**src/rtl/minterm_scanner_pkg.sv**
```systemverilog
// Shared types and sizing helpers for the minterm scanner and its counter.
package minterm_pkg;

  typedef enum logic [1:0] {
    S_IDLE = 2'd0,
    S_SCAN = 2'd1,
    S_DONE = 2'd2
  } state_t;

  // Truth-table width for a given number of function inputs.
  function automatic int tw_of(input int n_vars);
    return 32'sd1 << n_vars;
  endfunction

  // Settle counter width; a zero settle still needs a one-bit counter.
  function automatic int cnt_w_of(input int settle_cycles);
    if (settle_cycles < 32'sd1) begin
      return 32'sd1;
    end else begin
      return $clog2(settle_cycles + 32'sd1);
    end
  endfunction

endpackage

```
**src/rtl/minterm_scanner_counter.sv**
```systemverilog
// Minterm index and settle counter: holds each minterm for SETTLE_CYCLES+1 cycles,
// flags the sampling edge and the final minterm.
module minterm_counter
  import minterm_pkg::*;
#(
  parameter int N_VARS        = 3,
  parameter int SETTLE_CYCLES = 1
) (
  input  logic              clk,
  input  logic              rst_n,
  input  logic              i_clear,
  input  logic              i_enable,
  output logic [N_VARS-1:0] o_idx,
  output logic              o_sample_en,
  output logic              o_last
);

  localparam int CW = cnt_w_of(SETTLE_CYCLES);
  localparam logic [CW-1:0]     SETTLE_C = CW'(SETTLE_CYCLES);
  localparam logic [N_VARS-1:0] LAST_IDX = {N_VARS{1'b1}};

  logic [N_VARS-1:0] r_idx;
  logic [CW-1:0]     r_cnt;
  logic              w_sample_en;
  logic              w_last;

  assign w_sample_en = i_enable && (r_cnt == SETTLE_C);
  assign w_last      = (r_idx == LAST_IDX);

  // Settle-and-advance; the index stops on the last minterm instead of wrapping.
  always_ff @(posedge clk) begin
    if (!rst_n) begin
      r_idx <= '0;
      r_cnt <= '0;
    end else if (i_clear) begin
      r_idx <= '0;
      r_cnt <= '0;
    end else if (w_sample_en) begin
      r_cnt <= '0;
      if (!w_last) begin
        r_idx <= r_idx + N_VARS'(1);
      end else begin
        r_idx <= r_idx;
      end
    end else if (i_enable) begin
      r_cnt <= r_cnt + CW'(1);
    end else begin
      r_cnt <= r_cnt;
    end
  end

  assign o_idx       = r_idx;
  assign o_sample_en = w_sample_en;
  assign o_last      = w_last;

endmodule

```
**src/rtl/minterm_scanner.sv**
```systemverilog
// Walks an external Boolean function through all minterms, captures its truth
// table and compares it against an expected mask latched at start.
module minterm_scanner
  import minterm_pkg::*;
#(
  parameter  int N_VARS        = 3,
  parameter  int SETTLE_CYCLES = 1,
  localparam int TW            = tw_of(N_VARS)
) (
  input  logic              clk,
  input  logic              rst_n,
  input  logic              start,
  input  logic [TW-1:0]     expected,
  input  logic              f_in,
  output logic [N_VARS-1:0] vars_out,
  output logic              busy,
  output logic              done,
  output logic              pass,
  output logic [TW-1:0]     truth_table,
  output logic [TW-1:0]     mismatch
);

  state_t            r_state;
  logic [N_VARS-1:0] r_vars;
  logic [TW-1:0]     r_exp;
  logic [TW-1:0]     r_table;
  logic [TW-1:0]     r_mismatch;
  logic              r_busy;
  logic              r_done;
  logic              r_pass;

  logic              w_accept;
  logic              w_scan;
  logic [N_VARS-1:0] w_idx;
  logic              w_sample_en;
  logic              w_last;

  assign w_accept = (r_state == S_IDLE) && start;
  assign w_scan   = (r_state == S_SCAN);

  minterm_counter #(
    .N_VARS       (N_VARS),
    .SETTLE_CYCLES(SETTLE_CYCLES)
  ) u_counter (
    .clk        (clk),
    .rst_n      (rst_n),
    .i_clear    (w_accept),
    .i_enable   (w_scan),
    .o_idx      (w_idx),
    .o_sample_en(w_sample_en),
    .o_last     (w_last)
  );

  // Scan FSM; the compare runs in DONE off the completed table so pass and
  // mismatch become valid together with the done pulse.
  always_ff @(posedge clk) begin
    if (!rst_n) begin
      r_state    <= S_IDLE;
      r_vars     <= '0;
      r_exp      <= '0;
      r_table    <= '0;
      r_mismatch <= '0;
      r_busy     <= 1'b0;
      r_done     <= 1'b0;
      r_pass     <= 1'b0;
    end else begin
      r_done <= 1'b0;
      case (r_state)
        S_IDLE: begin
          r_vars <= '0;
          if (start) begin
            r_exp   <= expected;
            r_table <= '0;
            r_busy  <= 1'b1;
            r_state <= S_SCAN;
          end else begin
            r_state <= S_IDLE;
          end
        end
        S_SCAN: begin
          if (w_sample_en) begin
            r_table[w_idx] <= f_in;
            if (w_last) begin
              r_vars  <= '0;
              r_busy  <= 1'b0;
              r_state <= S_DONE;
            end else begin
              r_vars <= r_vars + N_VARS'(1);
            end
          end else begin
            r_vars <= r_vars;
          end
        end
        S_DONE: begin
          r_done     <= 1'b1;
          r_pass     <= (r_table == r_exp);
          r_mismatch <= r_table ^ r_exp;
          r_state    <= S_IDLE;
        end
        default: begin
          r_busy  <= 1'b0;
          r_vars  <= '0;
          r_state <= S_IDLE;
        end
      endcase
    end
  end

  assign vars_out    = r_vars;
  assign busy        = r_busy;
  assign done        = r_done;
  assign pass        = r_pass;
  assign truth_table = r_table;
  assign mismatch    = r_mismatch;

endmodule

```
**config.mk**
```make
export PLATFORM = sky130hd
export DESIGN_NAME = minterm_scanner
export DESIGN_NICKNAME = d
export VERILOG_FILES = /design/src/rtl/minterm_scanner_pkg.sv /design/src/rtl/minterm_scanner_counter.sv /design/src/rtl/minterm_scanner.sv
export SDC_FILE = /design/constraint.sdc
export NUM_CORES = 1
export LEC_CHECK = 0
export ABC_AREA = 1
export CAP_MARGIN = 20
export CELL_PAD_IN_SITES_DETAIL_PLACEMENT = 1
export CELL_PAD_IN_SITES_GLOBAL_PLACEMENT = 1
export CORE_ASPECT_RATIO = 0.5
export CORE_MARGIN = 2
export CORE_UTILIZATION = 47
export DETAILED_ROUTE_END_ITERATION = 8
export DONT_BUFFER_PORTS = 1
export PLACE_DENSITY_LB_ADDON = 0.1
export SLEW_MARGIN = 20
export SYNTH_ARGS = -nofsm -noshare
export SYNTH_HDL_FRONTEND = slang
export SYNTH_SLANG_ARGS = --single-unit
```
**constraint.sdc**
```tcl
create_clock -name clk -period 3.4 [get_ports clk]
set_input_delay 1.02 -clock clk [delete_from_list [all_inputs] [get_ports clk]]
set_output_delay 1.02 -clock clk [all_outputs]
set_load 0.01 [all_outputs]
```
==> results.cfg <==
[synthesis]
synthMuxAreaShare_pct = 0
syn_area_per_cell_um2 = 7.28
ys_types = 24
seq_area_frac_synth_pct = 45.2
synth_area_um2 = 1600
synth-seq-cells = 36
synthAdderAreaFrac_pct = 2.35
synth_top_family_by_area = simple AND/OR/NAND/NOR gates
syn_nets = 234
synth_xor_area_share_pct = 1.10
yosysWarnings = 0
synthCells = 219
synth-compound-area-share_pct = 19.0
yosys.area_share.simple_pct = 23.6

[grt]
grt-ovfl-total = 0
grt_pass1_wl_um = 6400
antenna_found_initial = 0
grt_pass1_vias = 1369
grt_max_degree = 21
track_usage_pct = 22.2

[clock_tree]
cts.sinks = 36
clk_latency_ns = 0.29
cts_post_setup_buffers_inserted = 0
cts-htree-levels = 2
cts-hold-fix-buffers = 0
clockBufferDepth = 2
cts_tree = done
path_clk_slew_ns = 0.07
root_buffer = clkbuf_8
numCtsBuffers = 5
cts_resized = 0

[outcome]
status = completed

[floorplan]
io-pin-count = 34
rows = 14
die_area_um2 = 3900
die_h_um = 45.2
coreArea_um2 = 3120
die_w_um = 86.4
initial_core_util_pct = 51.2

[worst_setup_path]
crit_fanout = 4
worst-endpoint-required_ns = 2.38
crit_path_start_kind = flop
cp-end-kind = output pin
crit_type = flop to output pin
arrival_ns = 0.75

[routing]
drc = 0
vias = 1411
drt_first_pass_iters = 4
drt_iter0_drc = 34
wirelength_um = 3960
wire_per_inst_um = 15.2
ant_nets = 0
viasPerCell = 5.41

[job]
maxCapViolations = 0

[placement]
placed_area_um2 = 1610
placed_cells = 253
dpl.hpwl_um = 2880
post-place-ws_ns = 1.69
port_buffers = 0
place.gp.congestion = 0.822

[final_layout]
areaGrowthSynthToFinish_pct = 6.27
fin_area_um2 = 1700
antenna_cells = 0
final_cell_mix = nand2_1, dfxtp_1, a21oi_1, o21ai_0, inv_1
final_cells = 261
layout-drive-gt1-share_pct = 8.60
fin_util_pct = 54.4
layout_commonest_cell = nand2_1
fin_nets = 235

[sta]
fin_crit_sh_pct = 52.1
setup_violations = 0
rsz0062_at_grt = no
slew_violations = 0
max_slew_margin_pct = 67.0
worst_slack_ns = 1.63
fin_crit_ns = 1.77
max_freq_ghz = 0.564
finalHoldViolations = 0
worst_pin_slew_ns = 0.495
fin_skew_ns = 0.00536
finalSetupTns_ns = 0

[power_and_ir_drop]
p_leak_nw = 0.701
ir_worst_vdd_mv = 0.271
power_density_nw_per_um2 = 495

[hold_path]
hold_class = flop to flop
==> kinds of logic after synthesis <==
logic type,Yosys count
xor+xnor,2
fa+ha+maj,3
compound gates,59
buf+inv,32
simple gates,87
flops,36
==> metal layers <==
layer	global-route usage, %	routed length [um]	up-vias
li1	-	-	714
met2	38.3	1790	32
met5	0	0	-
met3	7.50	224	4
met4	6.56	23	0
met1	27.1	1920	661
==> registers in the layout (all words and copies together) (netlist names) <==
register         cells
mismatch             8
truth_table          8
pass                 1
done                 1
r_state              2
u_counter.o_idx      3
r_exp                8
u_counter.r_cnt      1
vars_out             3
busy                 1
==> final cells by class <==
type	instances	area (um^2)
Tap cell	40	50.0
Inverter	26	100
Sequential cell	36	721
Clock buffer	8	90.1
Fill cell	415	1420
Multi-Input combinational cell	151	734
==> path summary, 6_finish.rpt <==
kind,start,endpoint,slack [ns],cells after the start
hold reg to reg,r_exp[4],r_exp[4],0.47,2
setup reg to reg,u_counter.o_idx[0],vars_out[1],2.01,7
setup / recovery,truth_table[0],truth_table[0],1.63,0
hold / removal,r_exp[4],r_exp[4],0.47,2
==> where the power goes <==
group	switching, mW	internal, mW
combinational	0.0499	0.0229
sequential	0.0137	0.436
clock	0.151	0.165
total	0.215	0.624
==> per-stage QoR <==
step | hold WS (ns) | power (mW)
after floorplan | 0.444 | 0.517
after global placement | 0.450 | 0.526
after detailed placement | 0.465 | 0.531
after CTS | 0.476 | 0.846
after global routing | 0.496 | 0.879
final | 0.472 | 0.839
==> synthesized netlist by cell type <==
cell type / count / share of area, %
clkbuf_2: 1 / 0.31
a211oi_1: 2 / 0.94
nand2_4: 1 / 0.71
o21ai_0: 28 / 8.8
nor2_1: 19 / 4.5
dfxtp_1: 36 / 45
inv_4: 1 / 0.39
buf_4: 2 / 0.94
nand3_1: 3 / 0.94
ha_1: 3 / 2.4
buf_2: 1 / 0.31
a21oi_1: 28 / 8.8
buf_6: 1 / 0.71
nor2_2: 2 / 0.78
inv_2: 3 / 0.71
nor2_4: 1 / 0.71
inv_1: 22 / 5.2
nand4_1: 1 / 0.39
nand2_2: 5 / 2.0
nor3_1: 9 / 2.8
clkbuf_1: 1 / 0.24
o21bai_1: 1 / 0.47
nand2_1: 46 / 11
xor2_1: 2 / 1.1
No activity file was read; power rests on OpenSTA's default activity.
